===== config.mk =====
export PLATFORM = sky130hd
export DESIGN_NAME = pwm_generator
export DESIGN_NICKNAME = d
export VERILOG_FILES = /design/src/rtl/pwm_pkg.sv /design/src/rtl/pwm_dead_time_inserter.sv /design/src/rtl/pwm_generator.sv
export SDC_FILE = /design/constraint.sdc
export NUM_CORES = 1
export LEC_CHECK = 0
export CORE_UTILIZATION = 53
export DETAILED_ROUTE_END_ITERATION = 8
export GPL_ROUTABILITY_DRIVEN = 0
export PLACE_DENSITY = 0.73
export REMOVE_ABC_BUFFERS = 1
export SLEW_MARGIN = 10
export SYNTH_ARGS = -nofsm -noshare
export SYNTH_HDL_FRONTEND = slang
export SYNTH_SLANG_ARGS = --single-unit

===== constraint.sdc =====
create_clock -name clk_3125KHz -period 2 [get_ports clk_3125KHz]
set_input_delay 0.3 -clock clk_3125KHz [delete_from_list [all_inputs] [get_ports clk_3125KHz]]
set_output_delay 0.3 -clock clk_3125KHz [all_outputs]
set_load 0.02 [all_outputs]

===== src/rtl/pwm_pkg.sv =====
// Shared types and defaults for the single-channel PWM generator.
// Used by pwm_generator and its optional dead-time stage.
package pwm_pkg;

    typedef enum logic [1:0] {
        IDLE,
        RUN,
        DRAIN
    } pwm_state_t;

    localparam int PWM_PERIOD_DEFAULT    = 16;
    localparam int PWM_DEAD_TIME_DEFAULT = 2;

endpackage


===== src/rtl/pwm_dead_time_inserter.sv =====
// Delays each rising edge of i_in by DEAD_TIME clocks; falling edges pass after the
// usual single register stage. Used only when COMPLEMENTARY_OUT_EN is defined.
module dead_time_inserter
    import pwm_pkg::*;
#(
    parameter int DEAD_TIME = PWM_DEAD_TIME_DEFAULT
) (
    input  logic clk,
    input  logic rst_n,
    input  logic i_in,
    output logic o_out
);

    localparam int            CW = (DEAD_TIME < 1) ? 1 : $clog2(DEAD_TIME + 1);
    localparam logic [CW-1:0] DT = CW'(DEAD_TIME);

    // r_run counts how many consecutive earlier cycles i_in has been high, saturating at DT
    logic [CW-1:0] r_run;
    logic          r_out;

    always_ff @(posedge clk or negedge rst_n) begin
        if (!rst_n) begin
            r_run <= '0;
            r_out <= 1'b0;
        end else begin
            r_out <= i_in && (r_run >= DT);
            if (!i_in) begin
                r_run <= '0;
            end else if (r_run < DT) begin
                r_run <= r_run + CW'(1);
            end
        end
    end

    assign o_out = r_out;

endmodule


===== src/rtl/pwm_generator.sv =====
// Single-channel PWM with double-buffered duty applied at period boundaries.
// Define COMPLEMENTARY_OUT_EN to add pwm_n_out with dead time on every rising edge.
module pwm_generator
    import pwm_pkg::*;
#(
    parameter int PERIOD    = PWM_PERIOD_DEFAULT,
    parameter int DEAD_TIME = PWM_DEAD_TIME_DEFAULT
) (
    input  logic                        clk_3125KHz,
    input  logic                        rst_n,
    input  logic                        en,
    input  logic [$clog2(PERIOD+1)-1:0] duty_in,
    input  logic                        duty_valid,
    output logic                        duty_ack,
    output logic                        period_start,
    output logic                        pwm_out
`ifdef COMPLEMENTARY_OUT_EN
    ,
    output logic                        pwm_n_out
`endif
);

    localparam int                CNT_W    = $clog2(PERIOD);
    localparam int                DUTY_W   = $clog2(PERIOD + 1);
    localparam logic [CNT_W-1:0]  CNT_LAST = CNT_W'(PERIOD - 1);
    localparam logic [DUTY_W-1:0] DUTY_MAX = DUTY_W'(PERIOD);

    if (PERIOD < 2 || DEAD_TIME < 0) begin : g_param_check
        $error("pwm_generator: PERIOD must be >= 2 and DEAD_TIME >= 0");
    end

    function automatic logic [DUTY_W-1:0] sat_duty(input logic [DUTY_W-1:0] d);
        return (d > DUTY_MAX) ? DUTY_MAX : d;
    endfunction

    pwm_state_t        r_state, w_state_nxt;
    logic [CNT_W-1:0]  r_cnt, w_cnt_nxt;
    logic [DUTY_W-1:0] r_duty_active, r_pending;
    logic              r_pending_flag;
    logic              r_duty_ack;
    logic              r_period_start;

    logic              w_active;
    logic              w_last;
    logic              w_apply;
    logic              w_hi;
    logic [DUTY_W-1:0] w_duty_sat;

    assign w_active   = (r_state != IDLE);
    assign w_last     = (r_cnt == CNT_LAST);
    assign w_apply    = (w_active && w_last) || (r_state == IDLE && en);
    assign w_hi       = w_active && (DUTY_W'(r_cnt) < r_duty_active);
    assign w_duty_sat = sat_duty(duty_in);

    always_ff @(posedge clk_3125KHz or negedge rst_n) begin
        if (!rst_n) begin
            r_state <= IDLE;
            r_cnt   <= '0;
        end else begin
            r_state <= w_state_nxt;
            r_cnt   <= w_cnt_nxt;
        end
    end

    // A stop seen on the last count of a period has nothing left to drain, so go straight to IDLE.
    always_comb begin
        w_state_nxt = r_state;
        w_cnt_nxt   = w_last ? '0 : r_cnt + CNT_W'(1);
        case (r_state)
            IDLE: begin
                w_cnt_nxt = '0;
                if (en) begin
                    w_state_nxt = RUN;
                end
            end
            RUN: begin
                if (!en) begin
                    w_state_nxt = w_last ? IDLE : DRAIN;
                end
            end
            DRAIN: begin
                if (en) begin
                    w_state_nxt = RUN;
                end else if (w_last) begin
                    w_state_nxt = IDLE;
                end
            end
            default: begin
                w_state_nxt = IDLE;
                w_cnt_nxt   = '0;
            end
        endcase
    end

    // A strobe landing on the apply cycle bypasses the pending buffer.
    always_ff @(posedge clk_3125KHz or negedge rst_n) begin
        if (!rst_n) begin
            r_pending      <= '0;
            r_pending_flag <= 1'b0;
            r_duty_active  <= '0;
            r_duty_ack     <= 1'b0;
        end else begin
            r_duty_ack <= 1'b0;
            if (duty_valid) begin
                r_pending      <= w_duty_sat;
                r_pending_flag <= 1'b1;
            end
            if (w_apply && (duty_valid || r_pending_flag)) begin
                r_duty_active  <= duty_valid ? w_duty_sat : r_pending;
                r_pending_flag <= 1'b0;
                r_duty_ack     <= 1'b1;
            end
        end
    end

    always_ff @(posedge clk_3125KHz or negedge rst_n) begin
        if (!rst_n) begin
            r_period_start <= 1'b0;
        end else begin
            r_period_start <= w_active && (r_cnt == '0);
        end
    end

    assign duty_ack     = r_duty_ack;
    assign period_start = r_period_start;

`ifdef COMPLEMENTARY_OUT_EN
    logic w_lo;
    assign w_lo = w_active && !w_hi;

    dead_time_inserter #(
        .DEAD_TIME (DEAD_TIME)
    ) u_dt_pwm (
        .clk   (clk_3125KHz),
        .rst_n (rst_n),
        .i_in  (w_hi),
        .o_out (pwm_out)
    );

    dead_time_inserter #(
        .DEAD_TIME (DEAD_TIME)
    ) u_dt_pwm_n (
        .clk   (clk_3125KHz),
        .rst_n (rst_n),
        .i_in  (w_lo),
        .o_out (pwm_n_out)
    );
`else
    logic r_pwm;

    always_ff @(posedge clk_3125KHz or negedge rst_n) begin
        if (!rst_n) begin
            r_pwm <= 1'b0;
        end else begin
            r_pwm <= w_hi;
        end
    end

    assign pwm_out = r_pwm;
`endif

endmodule


======== Yosys cells after proc, flatten, opt, wreduce, memory -nomap -nowiden ========
Cells that the tools add are included.
W data, S select, Z words.
storage, ports and cells
  bits in registers ....................... 20
  output and inout bits ................... 3
  logic and storage cells ................. 43
cells by class
  add/sub/neg operators ................... 1
  magnitude comparators ................... 2
  equal/unequal tests ..................... 6
  mux-type cells .......................... 13
  reductions and logical operators ........ 13
operators by type and width
  operator               count
  $mux W2                5
  $mux W5                2
  $mux W4                2
  $pmux W2 S3            1
  $gt A5 B5 Y1 const B   1
  $logic_and A1 B1 Y1    5
  $lt A4 B5 Y1           1
  $add A4 B1 Y4 const B  1
  $eq A4 B4 Y1 const B   1
  $logic_not A4 Y1       1
  $ne A2 B2 Y1 const B   2
  $reduce_bool A2 Y1     2
  $mux W1                3
  $ne A3 B3 Y1 const B   1
  $reduce_and A3 Y1      1
  $eq A2 B1 Y1 const B   1
  $eq A2 B2 Y1 const B   1
  $logic_not A2 Y1       1
  $logic_or A1 B1 Y1     2
  $reduce_or A2 Y1       1

======== Logic depth before layout (Yosys ltp) ========
Gate-level depths: netlist of run 1.
  word-level depth ........................ 5
  gate-level depth with buffers ........... 6

======== Least setup slack after synthesis of run 1 ========
Ideal clock, no wire load.
  kind .................................... flip-flop to flip-flop
  start ................................... reg r_state[0]
  end ..................................... reg r_duty_active[0]
  library setup time ...................... 125 ps
  arrival ................................. 1506 ps
  required time ........................... 1875 ps
  slack ................................... 369 ps
  stages on the path, launching flop included .. 7
  path buffers ............................ 1
  clock period less this slack ............ 1631 ps
  cell sequence ........................... dfrtp_1 -> inv_1 -> ha_1 -> clkbuf_2 -> nand4b_4 -> a21oi_4 -> mux2_2
on the way
  cells in the longest elaborated chain, start to end .. 4
  elaborated cells between the ends (all ways) .. 6
  classes of those cells .................. 6 x reduce/logical
RTL lines
  element                                                 RTL line                                  source
  from (decl)                                             pwm_generator.sv:36                       pwm_state_t r_state, w_state_nxt;
  from (signal assigned)                                  pwm_generator.sv:60                       r_state <= w_state_nxt;
  $reduce_bool A2 Y1 or $logic_not A2 Y1 (tied branches)  pwm_generator.sv:49, pwm_generator.sv:51
  $logic_and A1 B1 Y1                                     pwm_generator.sv:51                       assign w_apply = (w_active && w_last) || (r_state == IDLE && en);
  $logic_or A1 B1 Y1 *                                    pwm_generator.sv:51
  $logic_and A1 B1 Y1 *                                   pwm_generator.sv:108                      if (w_apply && (duty_valid || r_pending_flag)) begin
  to (signal assigned)                                    pwm_generator.sv:109                      r_duty_active <= duty_valid ? w_duty_sat : r_pending;
  to (decl)                                               pwm_generator.sv:38                       logic [DUTY_W-1:0] r_duty_active, r_pending;
Every way passes the cells marked *; elsewhere a longest branch is shown, timed or not.
A chain may end at the register's enable or synchronous reset.

======== Worst setup path in the final report of run 1 ========
  start ................................... reg r_state[1]
  end ..................................... reg r_duty_active[3]
Same word-level chain as after synthesis.

==> tab_implementation.tex, run 1 <==
\begin{tabular}{lr}
\hline
Metric & Value \\
\hline
\multicolumn{2}{l}{\textbf{Status}} \\
\quad Run status & complete, no violations \\
\multicolumn{2}{l}{\textbf{Clock tree}} \\
\quad Clock Pin Slew Worst Setup and Hold Paths & 110 ps \\
\quad TritonCTS clock tree & done \\
\quad \# Post-CTS Setup Buffers & 0 \\
\quad Clock Root Buffer & clkbuf\_4 \\
\quad Clock Latency Late Sink & 300 ps \\
\quad Level count of the clock H-tree & 1 \\
\quad Cells resized by post-CTS repair & 0 \\
\quad Inserted Clock Buffers & 3 \\
\quad CTS max path bufs & 2 \\
\quad Number of sinks handled by clock tree synthesis & 20 \\
\quad CTS Hold Buffers Added & 0 \\
\multicolumn{2}{l}{\textbf{Yosys}} \\
\quad Area share of the leading cell type in the synthesized netlist & 0.500 \\
\quad Number of enable flip-flop cells after synthesis & 0 \\
\quad Cells taking the most area after synthesis & dfrtp\_1 50\%, ha\_1 11\%, mux2\_2 6.7\% \\
\quad Sequential share of the synthesized area & 0.500 \\
\quad Adder-Cell Fraction of Synth Area & 0.113 \\
\quad Top flip-flop cell by instance count after synthesis & dfrtp\_1 \\
\quad Most frequent cell after synthesis & dfrtp\_1 \\
\quad Gate count after technology mapping & 88 \\
\quad Synth Area in Compound Gates & 0.119 \\
\quad Xor-xnor portion of the synthesized cell area & 0.00875 \\
\quad Main combinational cell family by area after synthesis & simple AND/OR/NAND/NOR gates \\
\quad Count of state elements after synthesis & 20 \\
\quad Post-Syn Area & 1000 µm² \\
\quad Post-Synthesis Mean Instance Area & 11.4 µm² \\
\quad Share of cell area taken by muxes after synthesis & 0.0675 \\
\quad Simple-gate area share of the yosys netlist & 0.134 \\
\quad Commonest cells post-synth & 20 x dfrtp\_1, 13 x inv\_1, 9 x ha\_1 \\
\quad Synth warnings & 0 \\
\quad Share of flip-flops with an asynchronous set or reset & 1.00 \\
\quad Library cell occupying the most area in the post-synthesis netlist & dfrtp\_1 \\
\quad Count of distinct cell types in the synthesized netlist & 27 \\
\multicolumn{2}{l}{\textbf{Power}} \\
\quad Pint & 935 µW \\
\quad Power density relative to cell area & 1210 nW/µm² \\
\quad Proportion of total power due to net switching & 0.348 \\
\quad Total power & 1.43 mW \\
\quad Lkg Pwr & 0.579 nW \\
\quad Switching power total & 499 µW \\
\quad Clock group share of total power & 0.163 \\
\quad Combinational power share & 0.405 \\
\quad Share of total power in sequential cells & 0.432 \\
\quad IR Drop Worst-Case VDD & 0.957 mV \\
\multicolumn{2}{l}{\textbf{Route}} \\
\quad DR WL met3 & 43 µm \\
\quad Detailed router's first-iteration violation count & 3 \\
\quad Average via count per standard cell & 5.27 \\
\quad Routed wire length per instance & 13.3 µm \\
\quad Detailed-routing iteration count for the pre-antenna-repair pass & 2 \\
\quad Routed wire length & 1710 µm \\
\quad Met1 wire length & 754 µm \\
\quad Post-route DRC & 0 \\
\quad Top routing layer in use & met4 \\
\quad Met2 Wirelength & 865 µm \\
\quad Post-detailed-route count of antenna-violating nets & 0 \\
\quad Vias post-DR & 674 \\
\multicolumn{2}{l}{\textbf{Global routing}} \\
\quad Global-route total usage across every layer & 0.199 \\
\quad Largest net degree at the start of global routing & 21 \\
\quad Via count of the first global-routing pass & 669 \\
\quad Initial antenna violation count & 0 \\
\quad GR Overflow Total & 0 \\
\quad Wire length of the first global-routing pass & 2870 µm \\
\multicolumn{2}{l}{\textbf{Timing}} \\
\quad Fmax & 564 MHz \\
\quad Shortest clock period the worst path allows after layout & 1770 ps \\
\quad Portion of the clock cycle consumed by the worst path in the final layout & 0.887 \\
\quad Final count of pins violating max slew & 0 \\
\quad RSZ-0062 raised after global routing & no \\
\quad Number of endpoints with negative hold slack in the final report & 0 \\
\quad Summed negative setup slack over all endpoints & 0 ps \\
\quad Final-report setup violation count & 0 \\
\quad Worst-case headroom to the max-slew limit & 0.801 \\
\quad Post-route clock skew & 4.67 ps \\
\quad Actual transition at the worst max-transition pin & 298 ps \\
\multicolumn{2}{l}{\textbf{Floorplanning}} \\
\quad Die boundary height & 45.5 µm \\
\quad Core Footprint & 1750 µm² \\
\quad I/O pins & 12 \\
\quad Starting density of the core & 0.573 \\
\quad Std-Cell Rows & 15 \\
\quad Die Wd & 45.5 µm \\
\quad Die Area & 2070 µm² \\
\multicolumn{2}{l}{\textbf{Setup path}} \\
\quad Required time at the endpoint of the critical path & 2200 ps \\
\quad Maximum net fanout on the critical path & 8 \\
\quad Cell with the largest stage delay on the worst path & dfrtp\_1 \\
\quad Critical setup path kind & flop to flop \\
\quad Startpoint type of the worst setup path & flop \\
\quad List of cells traversed by the critical path & inv\_1 > ha\_1 > nand4b\_4 > a21oi\_4 > mux2\_2 \\
\quad Highest cell delay on the worst timing path & 420 ps \\
\quad Type of destination of the critical path & flop \\
\quad Worst path arrival time & 1970 ps \\
\multicolumn{2}{l}{\textbf{Run}} \\
\quad Number of max-cap violations & 0 \\
\multicolumn{2}{l}{\textbf{Placement}} \\
\quad Detailed placement HPWL & 1300 µm \\
\quad Port Buffers & 11 \\
\multicolumn{2}{l}{\textbf{Cells and area}} \\
\quad Fraction of layout instances using a drive strength above 1 & 0.146 \\
\quad Antenna fix cells & 0 \\
\quad \# fillers & 151 \\
\quad Final-stage net count & 122 \\
\quad Area grow syn2layout & 18.3\% \\
\multicolumn{2}{l}{\textbf{Hold path}} \\
\quad Classification of the worst-slack hold path & input port to async pin \\
\hline
\end{tabular}
## final timing paths
check / end / start / cells past startpoint / slack (ps)
hold reg to reg: r_pending[4]$_DFF_PN0_ / r_pending[4]$_DFF_PN0_ / 1 / 510
setup / recovery: r_duty_active[3]$_DFFE_PN0P_ / r_state[1]$_DFFE_PN0P_ / 5 / 230
max in group asynchronous: r_pending[1]$_DFF_PN0_ / rst_n / 2 / 1460
min in group clk_3125KHz: r_pending[4]$_DFF_PN0_ / r_pending[4]$_DFF_PN0_ / 1 / 510
setup reg to reg: r_duty_active[3]$_DFFE_PN0P_ / r_state[1]$_DFFE_PN0P_ / 5 / 230
hold / removal: r_cnt[2]$_DFF_PN0_ / rst_n / 2 / 330
## logic make-up after synthesis
logic type	after synthesis
AO/OA/AOI/OAI	17
XOR/XNOR	1
adder cells (fa/ha/maj)	9
buffers and inverters	15
flip-flops	20
multiplexers	6
AND/OR/NAND/NOR	20
## metal layers
metal	up-vias	GRT usage
met1	324	0.241
met5	-	0
met3	5	0.0357
li1	336	-
met4	0	0.121
met2	9	0.326
## worst max-delay path, delay by kind of cell (launching register included)
| kind | cells | cell delay, ps |
|---|---|---|
| compound gates | 1 | 260 |
| mux | 1 | 370 |
| buf+inv | 1 | 100 |
| simple gates | 1 | 230 |
| fa+ha+maj | 1 | 290 |
| flops | 1 | 420 |
## per-stage QoR
step                cell area (µm²)  instances  utilization  hold WS, ps  setup slack, ps
finish                         1180        128        0.678          333              226
CTS                            1180        128        0.678          343              214
floorplan                       991         86            -         4.41              418
global placement               1150        124        0.657          486              293
detailed placement             1150        124        0.657          494              230
global route                   1180        128        0.678          352              113
## power by group through the flow
stage | sequential, mW | combinational [mW] | clock [mW]
after floorplan | 0.636 | 0.389 | 0
after global placement | 0.623 | 0.563 | 0
after detailed placement | 0.631 | 0.581 | 0
after CTS | 0.622 | 0.586 | 0.239
after global routing | 0.637 | 0.671 | 0.251
final | 0.619 | 0.581 | 0.234
## final cells by class
cell class,instances,area [µm²],share of cell area
clock buffer,4,36.3,0.0307
inverter,13,48.8,0.0412
multi-input combinational,53,442,0.373
sequential,20,500,0.423
tap,25,31.3,0.0264
timing repair buffer,13,125,0.106
## flip-flops by register name, indices dropped and copies added, names as in the netlist
| name | flops |
|---|---|
| period_start | 1 |
| r_pending | 5 |
| duty_ack | 1 |
| r_cnt | 4 |
| r_pending_flag | 1 |
| r_duty_active | 5 |
| pwm_out | 1 |
| r_state | 2 |
## cell usage in the layout (no fill, tap or decap), types with 2 or more instances in the layout
master	count
mux2_2	6
clkdlybuf4s50_1	11
dfrtp_1	20
and3_1	2
nand3b_1	4
and2_1	2
nand2_1	3
nor2_1	3
o21ai_0	5
a21oi_1	4
ha_1	9
a211oi_1	2
buf_4	2
inv_1	13
clkbuf_4	3
Note: power is estimated with default switching activity, not from simulation.
==> run 2: changes to the inputs <==
Settings changed: ABC_AREA set to 0.
==> results of run 2 <==
No change in the layout: final DEF, timing and power equal those of run 1.
